[config.mk]
export PLATFORM = sky130hd
export DESIGN_NAME = store_buffer
export DESIGN_NICKNAME = d
export VERILOG_FILES = /design/src/rtl/store_buffer.sv
export SDC_FILE = /design/constraint.sdc
export NUM_CORES = 1
export LEC_CHECK = 0
export CELL_PAD_IN_SITES_DETAIL_PLACEMENT = 1
export CELL_PAD_IN_SITES_GLOBAL_PLACEMENT = 1
export CORE_AREA = 5 5 193 195
export CTS_CLUSTER_DIAMETER = 200
export CTS_CLUSTER_SIZE = 14
export DETAILED_ROUTE_END_ITERATION = 10
export DIE_AREA = 0 0 198 200
export PLACE_DENSITY_LB_ADDON = 0.3
export SYNTH_ARGS = -nofsm -noshare
export SYNTH_HDL_FRONTEND = slang
export SYNTH_SLANG_ARGS = --single-unit
[constraint.sdc]
create_clock -name clk -period 5.8 [get_ports clk]
set_clock_uncertainty 0.05 [all_clocks]
set_input_delay 1.16 -clock clk [delete_from_list [all_inputs] [get_ports clk]]
set_output_delay 1.16 -clock clk [all_outputs]
set_load 0.02 [all_outputs]
[src/rtl/store_buffer.sv]
// Posted-write store buffer: lane-aligns MEM-stage stores into a small FIFO and drains them
// to data memory over req/ack. Define STORE_BUFFER_LDCHK_EN for per-entry load conflict checks.
module store_buffer #(
  parameter int unsigned DEPTH = 4,
  parameter int unsigned PTR_W = 2
) (
  input  logic        clk,
  input  logic        rst,
  input  logic        st_valid,
  input  logic [31:0] st_addr,
  input  logic [31:0] st_data,
  input  logic [3:0]  st_bes,
  output logic        st_ready,
  output logic        mem_req,
  output logic [29:0] mem_addr,
  output logic [31:0] mem_wdata,
  output logic [3:0]  mem_be,
  input  logic        mem_ack,
  input  logic [31:0] ld_addr,
  input  logic [3:0]  ld_be,
  input  logic        ld_valid,
  output logic        ld_stall,
  output logic        sb_empty
);

  localparam logic [PTR_W:0] Full = (PTR_W+1)'(DEPTH);

  logic [29:0]      addr_q [DEPTH];
  logic [31:0]      data_q [DEPTH];
  logic [3:0]       be_q   [DEPTH];
  logic [PTR_W-1:0] rd_ptr_q, rd_ptr_d, wr_ptr_q, wr_ptr_d;
  logic [PTR_W:0]   count_q, count_d;
  logic             bes_ok, push, pop, conflict;
  logic [31:0]      st_wdata;
  logic             unused_bits;

  // Only the seven legal store masks are accepted; anything else is dropped.
  always_comb begin
    bes_ok   = 1'b0;
    st_wdata = st_data;
    case (st_bes)
      4'b1111: bes_ok = 1'b1;
      4'b0011, 4'b1100: begin
        bes_ok   = 1'b1;
        st_wdata = {2{st_data[15:0]}};
      end
      4'b0001, 4'b0010, 4'b0100, 4'b1000: begin
        bes_ok   = 1'b1;
        st_wdata = {4{st_data[7:0]}};
      end
      default: ;
    endcase
  end

  assign st_ready = (count_q != Full);
  assign push     = st_valid & st_ready & bes_ok;
  assign mem_req  = (count_q != '0);
  assign pop      = mem_req & mem_ack;
  assign sb_empty = (count_q == '0);

  always_comb begin
    rd_ptr_d = rd_ptr_q;
    wr_ptr_d = wr_ptr_q;
    count_d  = count_q;
    if (pop)  rd_ptr_d = rd_ptr_q + 1'b1;
    if (push) wr_ptr_d = wr_ptr_q + 1'b1;
    case ({push, pop})
      2'b10:   count_d = count_q + 1'b1;
      2'b01:   count_d = count_q - 1'b1;
      default: ;
    endcase
  end

  always_ff @(posedge clk) begin
    if (rst) begin
      rd_ptr_q <= '0;
      wr_ptr_q <= '0;
      count_q  <= '0;
    end else begin
      rd_ptr_q <= rd_ptr_d;
      wr_ptr_q <= wr_ptr_d;
      count_q  <= count_d;
    end
  end

  // Entry storage is not reset; only entries inside the count window are meaningful.
  always_ff @(posedge clk) begin
    if (push) begin
      addr_q[wr_ptr_q] <= st_addr[31:2];
      data_q[wr_ptr_q] <= st_wdata;
      be_q[wr_ptr_q]   <= st_bes;
    end
  end

  assign mem_addr  = addr_q[rd_ptr_q];
  assign mem_wdata = data_q[rd_ptr_q];
  assign mem_be    = be_q[rd_ptr_q];

`ifdef STORE_BUFFER_LDCHK_EN
  // Entry i is live when its distance from rd_ptr (mod DEPTH) is below count.
  always_comb begin
    conflict = 1'b0;
    for (int unsigned i = 0; i < DEPTH; i++) begin
      if (({1'b0, PTR_W'(i) - rd_ptr_q} < count_q) &&
          (addr_q[i] == ld_addr[31:2]) && ((be_q[i] & ld_be) != 4'b0000)) begin
        conflict = 1'b1;
      end
    end
  end
  assign unused_bits = ^{st_addr[1:0], ld_addr[1:0]};
`else
  assign conflict    = (count_q != '0);
  assign unused_bits = ^{st_addr[1:0], ld_addr, ld_be};
`endif

  assign ld_stall = ld_valid & conflict;

endmodule

After elaboration in Yosys (flattened, before gate mapping) --
Memories as Yosys holds them, arrays and structs flattened. A register that Yosys moved wholly into a read port is not among the register bits. Index checks and enable logic that the tools add are counted.
Storage, ports and cells: memories kept 3, memory bits (read-only) 0, input bits 109, logic and storage cells 41, latch bits 0, bits in registers 7, output and inout bits 70, bits in writable memories 264
Memories:
- data_q | words 4, bits a word 32, rd ports 1, clocked after memory_dff 1, write ports 1, RTL line 29 | logic [31:0] data_q [DEPTH];
- addr_q | words 4, bits a word 30, rd ports 1, clocked after memory_dff 1, write ports 1, RTL line 28 | logic [29:0] addr_q [DEPTH];
- be_q | words 4, bits a word 4, rd ports 1, clocked after memory_dff 1, write ports 1, RTL line 30 | logic [3:0] be_q [DEPTH];
Cells by class: bitwise gates (word level) 4, equal/unequal tests 10, reduce and logical (&&, ||, !) cells 6, $add $sub $neg 4, multiplexer cells 11, shifts and indexed selects 0, multipliers 0, $lt $le $gt $ge 0, div/mod/pow operators 0
Operators with widths (number):
- $pmux W32 S2 | 1
- $eq A4 B4 Y1 const B | 3
- $mux W2 | 6
- $eq A4 B2 Y1 const B | 2
- $reduce_or A7 Y1 | 1
- $pmux W3 S2 | 1
- $add A2 B1 Y2 const B | 2
- $and A1 B1 Y1 | 4
- $eq A4 B1 Y1 const B | 1
- $eq A4 B3 Y1 const B | 1
- $reduce_or A4 Y1 | 1
- $add A3 B1 Y3 const B | 1
- $logic_not A3 Y1 | 1
- $mux W1 | 3
- $ne A3 B3 Y1 const B | 1
- $reduce_bool A3 Y1 | 1
- $sub A3 B1 Y3 const B | 1
- $eq A2 B1 Y1 const B | 1
- $eq A2 B2 Y1 const B | 1
- $reduce_bool A2 Y1 | 1
- $reduce_or A2 Y1 | 1

Depth between registers and ports, before layout --
Gate-level depths: netlist of the first run.
depth after elaboration 6, gate-level depth with buffers 10, depth with buffers taken out 10

Worst setup path before layout of the first run --
No wires, ideal clock.
kind input-to-reg, start point in st_bes[3], end point mem addr_q[0][0], enable pin, setup slack 1961 ps, arrival 3358 ps, buffers on the path 0, data required time 5319 ps, cell stages on the path 4, setup time 431 ps, path through nor2_2 > o21ai_0 > a21oi_2 > and2_1
On the way: word-level cells in the longest chain between the ends 6, elaborated cells on any way between the ends 12, classes of those cells eq/ne: 7; mux: 3; bitwise: 1; reduce/logical: 1
Ends and longest elaborated chain:
- start, declared | RTL line 12 | input logic [3:0] st_bes,
- $eq A4 B1 Y1 (tied with other cells) | RTL line 41 | case (st_bes)
- $reduce_or A7 Y1 (no source line) *
- $mux W1 * | RTL line 41
- $and A1 B1 Y1 * | RTL line 56 | assign push = st_valid & st_ready & bes_ok;
- $mux W1 * | RTL line 88 | if (push) begin
- $mux W1 (not written as such) * | RTL line 89 | addr_q[wr_ptr_q] <= st_addr[31:2];
- end, declared | RTL line 28
Mark *: on every way between the ends. The rest lies on a longest branch, timed or not.

==> results of run 1 <==
==> state kept, by name, indices dropped and copies added, names as in the netlist, named ones only <==
name and flops:
addr_q 120, count_q 3, rd_ptr_q 2, be_q 16, data_q 128, wr_ptr_q 2
==> through the flow <==
step	cell area, um^2	setup slack, ns	util (%)	power, W
floorplan	10400	1.96	-	0.00314
global placement	12400	1.76	35.2	0.00371
detailed placement	12400	1.63	35.2	0.00374
CTS	13100	1.41	37.1	0.00520
global route	13100	1.31	37.1	0.00534
finish	13100	1.57	37.1	0.00509
==> power breakdown <==
group / leakage (nW) / total [W] / internal, W / switching, W
clock network: 0.318 / 0.00143 / 0.000755 / 0.000677
logic: 1.24 / 0.00127 / 0.000679 / 0.000594
registers: 2.47 / 0.00238 / 0.00227 / 0.000116
total: 4.03 / 0.00509 / 0.00370 / 0.00139
==> cell usage in the layout, fill, tap and decap left out, drive strengths merged, types with 3 or more instances in the layout <==
cell type and instances:
a21o 8, a21oi 3, a221o 8, and2 7
and2b 5, buf 10, clkbuf 40, clkdlybuf4s50 140
dfxtp 9, edfxtp 264, ha 5, inv 9
mux2 9, mux4 66, nor2 10, nor2b 3
xor2 4
==> worst reg2reg max path: stages (launching register included) <==
cell	delay, ns
dfxtp_1	0.36
or3b_2	0.49
nand2_1	0.12
a21oi_2	0.09
inv_1	0.09
ha_1	0.19
inv_1	0.06
fa_1	0.38
xor2_1	0.18
or3_1	0.32
a21oi_1	0.15
==> area by class of cell <==
class | instances | area, um^2
Inverter | 7 | 26.3
Tap cell | 461 | 577
Timing Repair Buffer | 150 | 1490
Sequential cell | 273 | 8120
Clock buffer | 40 | 639
Multi-Input combinational cell | 147 | 2180
Clock inverter | 2 | 28.8
Fill cell | 3452 | 22200
==> cells by family (layout without fill, tap and decap cells) <==
kind of cell	Yosys count	after routing	share of synthesized area, %
muxes	77	77	15.5
adders and majority gates	6	6	0.794
buffers and inverters	25	199	1.17
and+or+nand+nor	35	35	2.14
AOI/OAI and AO/OA	23	23	1.90
DFF	273	273	78.0
xor gates and xnor gates	6	6	0.578
==> metal layers <==
| metal | wire [um] | track usage [%] | vias to the layer above |
|---|---|---|---|
| met5 | 0 | 0 | - |
| met4 | 463 | 2.47 | 0 |
| met3 | 1170 | 2.30 | 23 |
| met2 | 11700 | 20.5 | 143 |
| met1 | 9810 | 15.0 | 2666 |
| li1 | - | - | 2191 |
==> path summary, 6_finish.rpt <==
path,cells after the start,end,slack [ns]
worst max register to register,10,count_q[2],3.26
worst min-delay path,2,count_q[2],0.45
worst min register to register,2,count_q[2],0.45
worst max-delay path,3,mem_wdata[25],1.57
==> metrics.md, run 1 <==
| Metric | Value |
|---|---|
| Die Span X | 198 um |
| Arrival time at the worst endpoint | 3.02 ns |
| Post-synthesis sequential area ratio | 78.0% |
| Area Growth Syn to Fin | 25.5% |
| Run status | completed |
| CTS Hold Bufs | 0 |
| Final max-slew violation count | 0 |
| Worst hold start | count_q[2] |
| Clock-pin slew on the worst setup and hold paths | 0.07 ns |
| CP Cell Sequence | buf_12 > mux4_2 > clkdlybuf4s50_1 |
| Clock buffer depth | 3 |
| Delay-heaviest family, CP | buffers and inverters |
| CP max stage cell | dfxtp_4 |
| Critical Path Max Stage Delay | 0.95 ns |
| Antenna violations before repair | 0 |
| Synth top cells by count | edfxtp_1, mux4_2, dfxtp_1, mux2_2 |
| Max-cap violations | 0 |
| Layout cell share with drive strength beyond 1 | 21.5% |
| Diodes inserted | 0 |
| Drt first pass iters | 4 |
| Critical path class | flop to output port |
| Flip-flop and latch count after synthesis | 273 |
| Placer Congestion | 0.678 |
| # resized after CTS | 0 |
| Startpoint Class | flop |
| Syn Nets | 560 |
| Antenna-violating nets left | 0 |
| Largest net degree at the start of global routing | 67 |
| Postcts setup bufs | 0 |
| Number of global-route vias before repair | 5728 |
| Top cell type's share of synthesized area | 76.2% |
| EDFF count, synth | 264 |
| Worst Path Required | 4.59 ns |
| Die Area | 39600 um^2 |
| TritonCTS Buffers | 23 |
| Io pins | 179 |
| Syn Inst Count | 445 |
| Dominant cell by count in the synthesized netlist | edfxtp_1 |
| Final number of setup-violating endpoints | 0 |
| GRT Overall Usage | 11.6% |
| Hold crit path type | flop to flop |
| Post-Place Cells | 1038 |
| Ranking of synthesized cells by area | edfxtp_1, mux4_2, dfxtp_1, mux2_2, a221o_1 |
| DR WL/cell | 21.4 um |
| Vias after detailed routing | 5023 |
| FP Rows | 69 |
| Root Driver | clkbuf_16 |
| Residual DRC | 0 |
| Worst Tran Pin Value | 1.11 ns |
| Synth cell types | 36 |
| Leak | 4.03 nW |
| Die Y-Extent | 200 um |
| Dominant cell type by area after synthesis | edfxtp_1 |
| Yosys warnings | 0 |
| Mapped Area | 10400 um^2 |
| Peak supply drop | 0.199 mV |
| Final setup TNS | 0 ns |
| Final period utilization | 73.0% |
| Initial core utilization | 29.5% |
| IO Port Bufs | 140 |
| FFs w/ async S/R, synth | 0% |
| Hold Worst Slack | 0.453 ns |
| CTS sink cnt | 273 |
| Worst-path fanout max | 41 |
| Initial drt markers | 206 |
| Vias per cell | 4.65 |
| Slew Limit Headroom | 26.2% |
| Grt total ovfl | 0 |
| Worst Path Buf+Inv | 2 |
| Main synth FF type | edfxtp_1 |
| Crit end category | output port |
| Final min period | 4.23 ns |
| Synthesized area per cell | 23.4 um^2 |
| R2r startpoint | count_q[2] |
| Hpwl dp | 14100 um |
| DRT Wirelength | 23200 um |
| Core area | 35200 um^2 |
| Worst skew pair latency | 0.53 ns |
| CTS tree | built |
| Fmax | 236 MHz |
| Final net count | 717 |
| First-pass GRT wire length | 35100 um |
| CTS H-Tree Depth | 1 |
| Layout Cells excl Fill | 1080 |
| RSZ-0062 raised after global routing | no |
| Final hold viol count | 0 |
| Cell Pwr Density | 390 nW/um^2 |
No activity file was read; power rests on OpenSTA's default activity.
==> inputs of run 2 (changes only) <==
==> constraint.sdc (replaced) <==
create_clock -name clk -period 3.5 [get_ports clk]
set_clock_uncertainty 0.05 [all_clocks]
set_input_delay 0.7 -clock clk [delete_from_list [all_inputs] [get_ports clk]]
set_output_delay 0.7 -clock clk [all_outputs]
set_load 0.02 [all_outputs]
==> run 2 against run 1 <==
  * Worst hold slack better by 0.0074 ns
  * Via count down 0.44%
  * Die area unchanged
  * Setup slack worse by 1.3 ns
  * Final cell count up 0.28%
  * Utilization up 0.47 points
  * Clock power up 59%
  * Design area up 1.3%
  * Count of clock-buffer cells in the layout down 9
  * Largest cell class unchanged
==> metrics.md, run 2 (same netlist as run 1, synthesis figures left out) <==
| Metric | Value |
|---|---|
| Vias per cell | 4.62 (was 4.65) |
| Final setup TNS | 0 ns (unchanged) |
| Final net count | 730 (was 717) |
| Final hold viol count | 0 (unchanged) |
| Antenna violations before repair | 0 (unchanged) |
| FP Rows | 69 (unchanged) |
| IO Port Bufs | 140 (unchanged) |
| Root Driver | clkbuf_16 (unchanged) |
| Reg with most FFs | data_q (unchanged) |
| Worst hold start | count_q[2] (unchanged) |
| Grt total ovfl | 0 (unchanged) |
| CTS tree | built (unchanged) |
| Residual DRC | 0 (unchanged) |
| Worst Hold Depth | 2 (unchanged) |
| Core area | 35200 um^2 (unchanged) |
| Initial drt markers | 265 (was 206) |
| Switching Fraction | 26.9% (was 27.3%) |
| Worst-path fanout max | 22 (was 41) |
| Hold Path End | count_q[2] (unchanged) |
| CP Cell Sequence | buf_12 > mux4_2 > clkdlybuf4s50_1 (unchanged) |
| Register-to-Register Path Depth | 10 (unchanged) |
| DR WL/cell | 21.7 um (was 21.4 um) |
| GRT Overall Usage | 11.7% (was 11.6%) |
| Layout filler cell count | 3413 (was 3452) |
| Initial core utilization | 29.5% (unchanged) |
| Crit end category | output port (unchanged) |
| Most frequent cells in the layout | edfxtp_1, clkdlybuf4s50_1, mux4_2 (unchanged) |
| Peak supply drop | 0.323 mV (was 0.199 mV) |
| Internal | 0.00616 W (was 0.00370 W) |
| Largest net degree at the start of global routing | 43 (was 67) |
| Clock power share | 27.0% (was 28.2%) |
| Io pins | 179 (unchanged) |
| Drt first pass iters | 4 (unchanged) |
| RR Endpoint | count_q[2] (unchanged) |
| P_sw | 0.00227 W (was 0.00139 W) |
| Cell Pwr Density | 637 nW/um^2 (was 390 nW/um^2) |
| Leak | 4.11 nW (was 4.03 nW) |
| Antenna-violating nets left | 0 (unchanged) |
| First-pass GRT wire length | 35200 um (was 35100 um) |
| Hold crit path type | flop to flop (unchanged) |
| Part of the power in combinational logic | 27.2% (was 25.0%) |
| Worst Path Buf+Inv | 2 (unchanged) |
| Layout cell share with drive strength beyond 1 | 23.3% (was 21.5%) |
| Worst Path Required | 2.75 ns (was 4.59 ns) |
| Final max-slew violation count | 0 (unchanged) |
| Max-cap violations | 0 (unchanged) |
| Reg power frac | 45.7% (was 46.8%) |
| # resized after CTS | 0 (unchanged) |
| Final number of setup-violating endpoints | 0 (unchanged) |
| R2r startpoint | count_q[2] (unchanged) |
| Fmax | 312 MHz |
| DRT Wirelength | 23500 um (was 23200 um) |
| Clock-pin slew on the worst setup and hold paths | 0.07 ns (about the same) |
| Area Growth Syn to Fin | 27.1% (was 25.5%) |
| Hpwl dp | 14800 um (was 14100 um) |
| CTS H-Tree Depth | 1 (unchanged) |
| TritonCTS Buffers | 23 (unchanged) |
| Diodes inserted | 0 (unchanged) |
| RSZ-0062 raised after global routing | no (unchanged) |
| Critical Path Max Stage Delay | 0.56 ns (was 0.95 ns) |
| Die Span X | 198 um (unchanged) |
| Max reg flops | 128 (unchanged) |
| Final period utilization | 91.7% |
| R2R Setup Slk | 1.03 ns (was 3.26 ns) |
| Vias after detailed routing | 5001 (was 5023) |
| Run status | completed (unchanged) |
| Delay-heaviest family, CP | buffers and inverters (unchanged) |
| Placer Congestion | 0.677 (was 0.678) |
| Arrival time at the worst endpoint | 2.46 ns (was 3.02 ns) |
| Largest regs | data_q (128), addr_q (120), be_q (16) (unchanged) |
| Critical path class | flop to output port (unchanged) |
| CTS Hold Bufs | 0 (unchanged) |
| Die Y-Extent | 200 um (unchanged) |
| Die Area | 39600 um^2 (unchanged) |
| Worst skew pair latency | 0.52 ns (was 0.53 ns) |
| Tot Pwr | 0.00843 W (was 0.00509 W) |
| Worst Tran Pin Value | 0.596 ns (was 1.11 ns) |
| Number of global-route vias before repair | 5761 (was 5728) |
| Slew Limit Headroom | 60.3% (was 26.2%) |
| Clock buffer depth | 3 (unchanged) |
| CP max stage cell | mux4_2 (was dfxtp_4) |
| Startpoint Class | flop (unchanged) |
| CTS sink cnt | 273 (unchanged) |
| Final min period | 3.21 ns |
| Most common cell after layout, fill and taps aside | edfxtp_1 (unchanged) |
run 2: cell types whose count changed in the layout (fill, tap and decap cells not counted):
cell | previous run | this run
buf_12 | 1 | 9
inv_16 | 1 | 0
buf_4 | 9 | 13
buf_16 | 0 | 1
clkbuf_1 | 17 | 8
run 2: final cells by class:
type                       instances  area (um^2)  area share, %
clock buffer                      31          606           4.58
clock inverter                     1         8.76         0.0663
sequential                       273         8120           61.4
timing repair buffer             163         1710           12.9
multi-input combinational        147         2180           16.5
tap                              461          577           4.36
inverter                           7         26.3          0.199
run 2: worst max-delay path by stage:
stage	start	end	slack [ns]	cells past startpoint
floorplan	st_bes[3]	addr_q[2][0]	0.12	4
global route	flop	mem_addr[15]	0.14	3
detailed placement	st_bes[3]	count_q[2]	0.12	11
global placement	st_bes[0]	count_q[2]	0.18	11
CTS	flop	mem_wdata[16]	0.01	3
finish	flop	mem_addr[15]	0.29	3
run 2: layer usage:
| metal | GRT usage, % | share of wire, % | vias to the layer above |
|---|---|---|---|
| met1 | 14.6 | 41 | 2623 |
| met2 | 20.3 | 50 | 144 |
| met3 | 3.29 | 6.8 | 32 |
| met4 | 2.45 | 1.5 | 0 |
| li1 | - | - | 2202 |
| met5 | 0 | 0 | - |
run 2: worst reg2reg max path, cell delays in order, from the launching register on:
cell and delay [ns]:
dfxtp_1 0.36, or3b_2 0.49, nand2_1 0.12, a21oi_2 0.08, inv_1 0.09, ha_1 0.18
inv_1 0.06, fa_1 0.37, xor2_1 0.16, or3_1 0.31, a21oi_1 0.14
run 2: power by group through the flow:
| stage | sequential [W] | combinational (W) | clock, W |
|---|---|---|---|
| after floorplan | 0.00386 | 0.00135 | 0 |
| after global placement | 0.00396 | 0.00226 | 0 |
| after detailed placement | 0.00397 | 0.00228 | 0 |
| after CTS | 0.00390 | 0.00230 | 0.00239 |
| after global routing | 0.00387 | 0.00247 | 0.00254 |
| final | 0.00385 | 0.00230 | 0.00228 |
run 2: what timing repair did:
action / 4_1_cts / 5_1_grt
buffers inserted: 0 / 1
setup endpoints to repair: 0 / 24
hold endpoints to repair: 0 / 0
run 2: through the flow:
| step | util (%) | setup slack (ns) | cells | area [um^2] | hold slack (ns) |
|---|---|---|---|---|---|
| floorplan | - | 0.121 | 445 | 10400 | 0.412 |
| global placement | 35.7 | 0.183 | 1050 | 12600 | 0.446 |
| detailed placement | 35.7 | 0.115 | 1050 | 12600 | 0.466 |
| CTS | 37.5 | 0.0144 | 1082 | 13200 | 0.477 |
| global route | 37.5 | 0.139 | 1083 | 13200 | 0.503 |
| finish | 37.5 | 0.290 | 1083 | 13200 | 0.460 |
